$ cat src/rtl/vga_timing_gen.sv
// Parametrised VGA/DVI timing generator. It issues pixel requests ahead of display time
// and emits colour, sync and DE together after a matched delay.
module vga_timing_gen #(
  parameter int H_ACTIVE    = 640,
  parameter int H_FP        = 16,
  parameter int H_SYNC      = 96,
  parameter int H_BP        = 48,
  parameter int V_ACTIVE    = 480,
  parameter int V_FP        = 10,
  parameter int V_SYNC      = 2,
  parameter int V_BP        = 33,
  parameter int H_POL       = 0,
  parameter int V_POL       = 0,
  parameter int DEEP_COLOR  = 4,
  parameter int PIX_LATENCY = 2,
  localparam int H_TOTAL    = H_ACTIVE + H_FP + H_SYNC + H_BP,
  localparam int V_TOTAL    = V_ACTIVE + V_FP + V_SYNC + V_BP,
  localparam int COL_W      = $clog2(H_TOTAL),
  localparam int LINE_W     = $clog2(V_TOTAL)
) (
  input  logic                  clk,
  input  logic                  rst_n,
  input  logic                  en,
  input  logic [23:0]           pixel,
  output logic [COL_W-1:0]      col_req,
  output logic [LINE_W-1:0]     line_req,
  output logic                  req_valid,
  output logic                  line_start,
  output logic                  frame_start,
  output logic [DEEP_COLOR-1:0] R,
  output logic [DEEP_COLOR-1:0] G,
  output logic [DEEP_COLOR-1:0] B,
  output logic                  HS,
  output logic                  VS,
  output logic                  DE
);

  if (DEEP_COLOR < 1 || DEEP_COLOR > 8) begin : g_bad_deep_color
    $error("vga_timing_gen: DEEP_COLOR must be in 1..8");
  end
  if (PIX_LATENCY < 0 || PIX_LATENCY > 15) begin : g_bad_latency
    $error("vga_timing_gen: PIX_LATENCY must be in 0..15");
  end
  if (H_ACTIVE < 1 || H_SYNC < 1 || V_ACTIVE < 1 || V_SYNC < 1) begin : g_bad_zero_len
    $error("vga_timing_gen: active and sync lengths must be non-zero");
  end
  if (H_FP < 0 || H_BP < 0 || V_FP < 0 || V_BP < 0) begin : g_bad_porch
    $error("vga_timing_gen: porch lengths must not be negative");
  end

  // Inclusive bounds keep every constant below H_TOTAL/V_TOTAL, so they fit the counter width
  // even when the back porch is zero.
  localparam logic [COL_W-1:0]  H_LAST      = COL_W'(H_TOTAL - 1);
  localparam logic [COL_W-1:0]  H_ACT_LAST  = COL_W'(H_ACTIVE - 1);
  localparam logic [COL_W-1:0]  HS_FIRST    = COL_W'(H_ACTIVE + H_FP);
  localparam logic [COL_W-1:0]  HS_LAST     = COL_W'(H_ACTIVE + H_FP + H_SYNC - 1);
  localparam logic [LINE_W-1:0] V_LAST      = LINE_W'(V_TOTAL - 1);
  localparam logic [LINE_W-1:0] V_ACT_LAST  = LINE_W'(V_ACTIVE - 1);
  localparam logic [LINE_W-1:0] VS_FIRST    = LINE_W'(V_ACTIVE + V_FP);
  localparam logic [LINE_W-1:0] VS_LAST     = LINE_W'(V_ACTIVE + V_FP + V_SYNC - 1);
  localparam logic              HS_ON       = H_POL[0];
  localparam logic              VS_ON       = V_POL[0];

  logic [COL_W-1:0]  h_cnt;
  logic [LINE_W-1:0] v_cnt;
  logic              hs_raw;
  logic              vs_raw;
  logic [2:0]        req_flags;
  logic [2:0]        dly_flags;
  logic              dly_valid;
  logic              dly_hs;
  logic              dly_vs;

  always_ff @(posedge clk or negedge rst_n) begin
    if (!rst_n) begin
      h_cnt <= '0;
      v_cnt <= '0;
    end else if (en) begin
      if (h_cnt == H_LAST) begin
        h_cnt <= '0;
        if (v_cnt == V_LAST) begin
          v_cnt <= '0;
        end else begin
          v_cnt <= v_cnt + LINE_W'(1);
        end
      end else begin
        h_cnt <= h_cnt + COL_W'(1);
      end
    end
  end

  // Request contract: the source sees (col_req, line_req) on an en cycle and must present the
  // matching pixel on the pixel input exactly PIX_LATENCY en-cycles later; there is no back-pressure.
  assign col_req     = h_cnt;
  assign line_req    = v_cnt;
  assign req_valid   = (h_cnt <= H_ACT_LAST) && (v_cnt <= V_ACT_LAST);
  assign line_start  = en && (h_cnt == '0);
  assign frame_start = en && (h_cnt == '0) && (v_cnt == '0);
  assign hs_raw      = (h_cnt >= HS_FIRST) && (h_cnt <= HS_LAST);
  assign vs_raw      = (v_cnt >= VS_FIRST) && (v_cnt <= VS_LAST);

  assign req_flags = {req_valid, hs_raw, vs_raw};

  // Flags stay in raw (active-high) form through the delay line; polarity is applied at the pins.
  if (PIX_LATENCY == 0) begin : g_no_delay
    assign dly_flags = req_flags;
  end else begin : g_delay
    logic [PIX_LATENCY-1:0][2:0] stage;

    always_ff @(posedge clk or negedge rst_n) begin
      if (!rst_n) begin
        stage <= '0;
      end else if (en) begin
        stage[0] <= req_flags;
        for (int i = 1; i < PIX_LATENCY; i++) begin
          stage[i] <= stage[i-1];
        end
      end
    end

    assign dly_flags = stage[PIX_LATENCY-1];
  end

  assign dly_valid = dly_flags[2];
  assign dly_hs    = dly_flags[1];
  assign dly_vs    = dly_flags[0];

  always_ff @(posedge clk or negedge rst_n) begin
    if (!rst_n) begin
      R  <= '0;
      G  <= '0;
      B  <= '0;
      DE <= 1'b0;
      HS <= ~HS_ON;
      VS <= ~VS_ON;
    end else if (en) begin
      DE <= dly_valid;
      HS <= dly_hs ? HS_ON : ~HS_ON;
      VS <= dly_vs ? VS_ON : ~VS_ON;
      if (dly_valid) begin
        R <= pixel[23 -: DEEP_COLOR];
        G <= pixel[15 -: DEEP_COLOR];
        B <= pixel[7  -: DEEP_COLOR];
      end else begin
        R <= '0;
        G <= '0;
        B <= '0;
      end
    end
  end

  // Low-order colour bits are deliberately dropped when DEEP_COLOR < 8.
  logic unused_pixel_bits;
  assign unused_pixel_bits = ^pixel;

endmodule

$ cat config.mk
export PLATFORM = sky130hd
export DESIGN_NAME = vga_timing_gen
export DESIGN_NICKNAME = d
export VERILOG_FILES = /design/src/rtl/vga_timing_gen.sv
export SDC_FILE = /design/constraint.sdc
export NUM_CORES = 1
export LEC_CHECK = 0
export CORE_MARGIN = 10
export CORE_UTILIZATION = 47
export CTS_BUF_LIST = sky130_fd_sc_hd__clkbuf_4 sky130_fd_sc_hd__clkbuf_8
export CTS_CLUSTER_SIZE = 12
export DETAILED_ROUTE_END_ITERATION = 6
export PLACE_DENSITY_LB_ADDON = 0.25
export SYNTH_ARGS = -nofsm -noshare
export SYNTH_HDL_FRONTEND = slang
export SYNTH_SLANG_ARGS = --single-unit
$ cat constraint.sdc
create_clock -name clk -period 2.5 [get_ports clk]
set_input_delay 0.75 -clock clk [delete_from_list [all_inputs] [get_ports clk]]
set_output_delay 0.75 -clock clk [all_outputs]
set_load 0.03 [all_outputs]
==> reports/qor.tcl <==
set qor(power_leakage_nw) 1.26
set qor(cp_cell_sequence) {inv_2 > ha_4 > nor4b_4 > and3_4 > and4_4 > buf_6}
set qor(dp_hpwl_um) 3340
set qor(cts_num_sinks) 41
set qor(num-nets-final) 294
set qor(worst_r2r_path_depth) 5
set qor(boundaryPins) 65
set qor(post-route-drc-count) 0
set qor(tritoncts) {built}
set qor(die-height_um) 84.4
set qor(critical_path_required_ps) 1750
set qor(path_max_fanout) 5
set qor(pin_count_of_the_biggest_net_entering_global_routing) 42
set qor(clk-insertion-delay-late_ps) 300
set qor(grt_antenna_before_repair) 0
set qor(synth.net_count) 228
set qor(floorplan.die.width_um) 84.4
set qor(placed_cell_area_sq_um) 2600
set qor(num-fill-cells) 327
set qor(hold_bufs_inserted_after_cts) 0
set qor(timing.reg2reg.setup_slack_ps) 430
set qor(effective_utilization_at_floorplan) 0.487
set qor(grt_setup_unrepaired) {true}
set qor(rows) 23
set qor(synth.yosys.warnings) 0
set qor(regToRegEndpoint) {line_req[9]$_DFFE_PN0P_}
set qor(die_area_sq_um) 7120
set qor(totalWireLength_um) 4740
set qor(timing.critical_path.arrival_ps) 1730
set qor(setup_tns_ps) 0
set qor(place.gp.congestion) 0.828
set qor(gr-usage-all-layers) 0.135
set qor(ff_latch_count_synth) 41
set qor(synth_enable_flop_cells) 0
set qor(post_synth.cell_area_avg_sq_um) 9.93
set qor(p_per_area_nw_per_um2) 655
set qor(dr_total_vias) 1644
set qor(core_box_area_sq_um) 4000
set qor(ys_dominant_reg_cell) {sky130_fd_sc_hd__dfrtp_1}
set qor(diodes) 0
set qor(finClkSkew_ps) 11.4
set qor(reg2reg_from) {col_req[7]$_DFFE_PN0P_}
set qor(crit_path_start_kind) {register}
set qor(synthArstFlopShare) 1.00
set qor(worst_slew_margin_rel) 0.688
set qor(critical_path.slowest_cell) {sky130_fd_sc_hd__dfrtp_1}
set qor(viasPerCell) 5.25
set qor(synth_seq_area_share) 0.528
set qor(finalSetupViolCount) 0
set qor(synthesis.area_sq_um) 1950
set qor(netlist_instances) 196
set qor(final_cell_area_sq_um) 2770
set qor(reported_max_cap_violation_count) 0
set qor(clk_transition_reported_paths_ps) 80
set qor(timing.final.crit_share) 0.991
set qor(grt_overflow) 0
set qor(drt-wirelength-per-cell_um) 15.2
set qor(cts_buffers) 5
set qor(timing_max_transition_violations_final) 0
set qor(port_buffers) 52
set qor(area.growth.synth_to_final_pct) 42.4
set qor(min_period_ps) 2480
set qor(multi_input_area_sq_um) 855
set qor(outcome) {finished clean}
set qor(worst_slew_pin_tran_ps) 467
set qor(timing_worst_setup_path_type) {reg -> out}
set qor(drtIter0Drc) 80
set qor(pre_antenna_drt_iters) 4
set qor(timing.fmax_mhz) 404
set qor(clockBufferDepth) 2
set qor(fraction_of_final_layout_cells_with_drive_strength_greater_than_1) 0.167
set qor(finalHoldViolations) 0
set qor(timing.critical_path.to_type) {primary output}
set qor(synth.distinct_cells) 33
set qor(crit_path_max_incr_delay_ps) 440
set qor(cts_root_buffer) {sky130_fd_sc_hd__clkbuf_8}
set qor(final_core_utilization) 0.693
set qor(antenna_left) 0
set qor(first_global_vias) 1618
set qor(design_power_total_mw) 1.82
set qor(grt_first_pass_wirelength_um) 7880
set qor(hold_path.class) {in -> async}
set qor(power.ir.vdd_worst_mv) 0.413
set qor(htree_levels) 2
set qor(final-seq-area_sq_um) 1030
## Yosys cell counts, types with 2 or more instances
library cell               number  share of area
sky130_fd_sc_hd__xor2_1         4          0.018
sky130_fd_sc_hd__nor4_1         3         0.0096
sky130_fd_sc_hd__ha_1           5          0.032
sky130_fd_sc_hd__a21o_1         2         0.0077
sky130_fd_sc_hd__nor2_1         6          0.012
sky130_fd_sc_hd__nor4b_1        2         0.0090
sky130_fd_sc_hd__clkbuf_1       7          0.013
sky130_fd_sc_hd__dfstp_2        2          0.027
sky130_fd_sc_hd__and4_1         3          0.013
sky130_fd_sc_hd__nand2_1       11          0.021
sky130_fd_sc_hd__o22ai_1        2         0.0064
sky130_fd_sc_hd__nand3_1       25          0.064
sky130_fd_sc_hd__inv_1         23          0.044
sky130_fd_sc_hd__nor3_1         4          0.010
sky130_fd_sc_hd__nand4_1        4          0.013
sky130_fd_sc_hd__o21ai_0       20          0.051
sky130_fd_sc_hd__xnor2_1        6          0.027
sky130_fd_sc_hd__mux2_2         5          0.029
sky130_fd_sc_hd__mux2i_1        4          0.021
sky130_fd_sc_hd__and3_1         6          0.019
sky130_fd_sc_hd__nor2b_1        2         0.0064
sky130_fd_sc_hd__dfrtp_1       39           0.50
## cells in the final DEF (no fill, tap or decap), types with 5 or more instances in the layout
| cell | synthesis | final |
|---|---|---|
| sky130_fd_sc_hd__and3_1 | 6 | 5 |
| sky130_fd_sc_hd__buf_4 | 0 | 14 |
| sky130_fd_sc_hd__clkbuf_8 | 0 | 5 |
| sky130_fd_sc_hd__clkdlybuf4s50_1 | 0 | 47 |
| sky130_fd_sc_hd__dfrtp_1 | 39 | 39 |
| sky130_fd_sc_hd__inv_1 | 23 | 21 |
| sky130_fd_sc_hd__mux2_2 | 5 | 5 |
| sky130_fd_sc_hd__nand2_1 | 11 | 11 |
| sky130_fd_sc_hd__nand3_1 | 25 | 25 |
| sky130_fd_sc_hd__nor2_1 | 6 | 6 |
| sky130_fd_sc_hd__o21ai_0 | 20 | 20 |
| sky130_fd_sc_hd__xnor2_1 | 6 | 6 |
## metal layers
metal,track usage,part of all wire
met3,0.0628,0.086
met4,0.0494,0.019
met5,0,0
met2,0.200,0.44
met1,0.167,0.46
## flip-flops by register name, indices dropped and copies added, names as in the netlist
name	flops
g_delay.stage	3
HS	1
col_req	10
G	4
VS	1
DE	1
B	4
line_req	10
dly_flags	3
R	4
## cell families (layout without fill, tap and decap cells)
group,count (synthesis),after routing,share of synthesized area
and+or+nand+nor,73,73,0.207
DFF,41,41,0.528
buffers and inverters,30,97,0.0578
AOI/OAI and AO/OA,28,28,0.0803
xor gates and xnor gates,10,10,0.0450
muxes,9,9,0.0495
adders and majority gates,5,5,0.0321
## timing repair
| action | CTS | global route |
|---|---|---|
| endpoints found under the hold margin | 0 | 0 |
| resized for setup | 7 | 7 |
| buffers inserted | 0 | 2 |
| pin swaps | 0 | 1 |
| endpoints found under the setup margin | 3 | 2 |
## where the power goes
group          switching [mW]  total (mW)  internal [mW]
Combinational           0.249       0.465          0.215
Clock                   0.231       0.538          0.307
Sequential             0.0935       0.814          0.720
## through the flow
stage | setup WS (ps) | hold WS [ps] | instances
floorplan | 36.1 | 388 | 196
global placement | -217 | 399 | 303
detailed placement | -223 | 413 | 303
CTS | 13.1 | 414 | 311
global route | -63.6 | 416 | 313
finish | 22.4 | 410 | 313
## worst max-delay path, delay by kind of cell (launching register included)
family	cells	cell delay, ps
and+or+nand+nor	3	620
buffers and inverters	2	240
adders and majority gates	1	130
DFF	1	440
## worst max path at each step
stage,startpoint,end,slack [ps],cells past startpoint
3_5_place_dp,en,frame_start,-220,5
2_1_floorplan,col_req[0]$_DFFE_PN0P_,frame_start,40,5
3_3_place_gp,en,frame_start,-220,5
6_report,col_req[0]$_DFFE_PN0P_,frame_start,20,6
5_1_grt,col_req[0]$_DFFE_PN0P_,frame_start,-60,6
4_1_cts,col_req[0]$_DFFE_PN0P_,frame_start,10,6
## area by class of cell
cell class,instances,area share
Sequential cell,41,0.371
Multi-Input combinational cell,125,0.308
Clock inverter,2,0.0126
Timing Repair Buffer,66,0.227
Tap cell,50,0.0226
Inverter,23,0.0311
Clock buffer,6,0.0275
No activity file was read; power rests on OpenSTA's default activity.
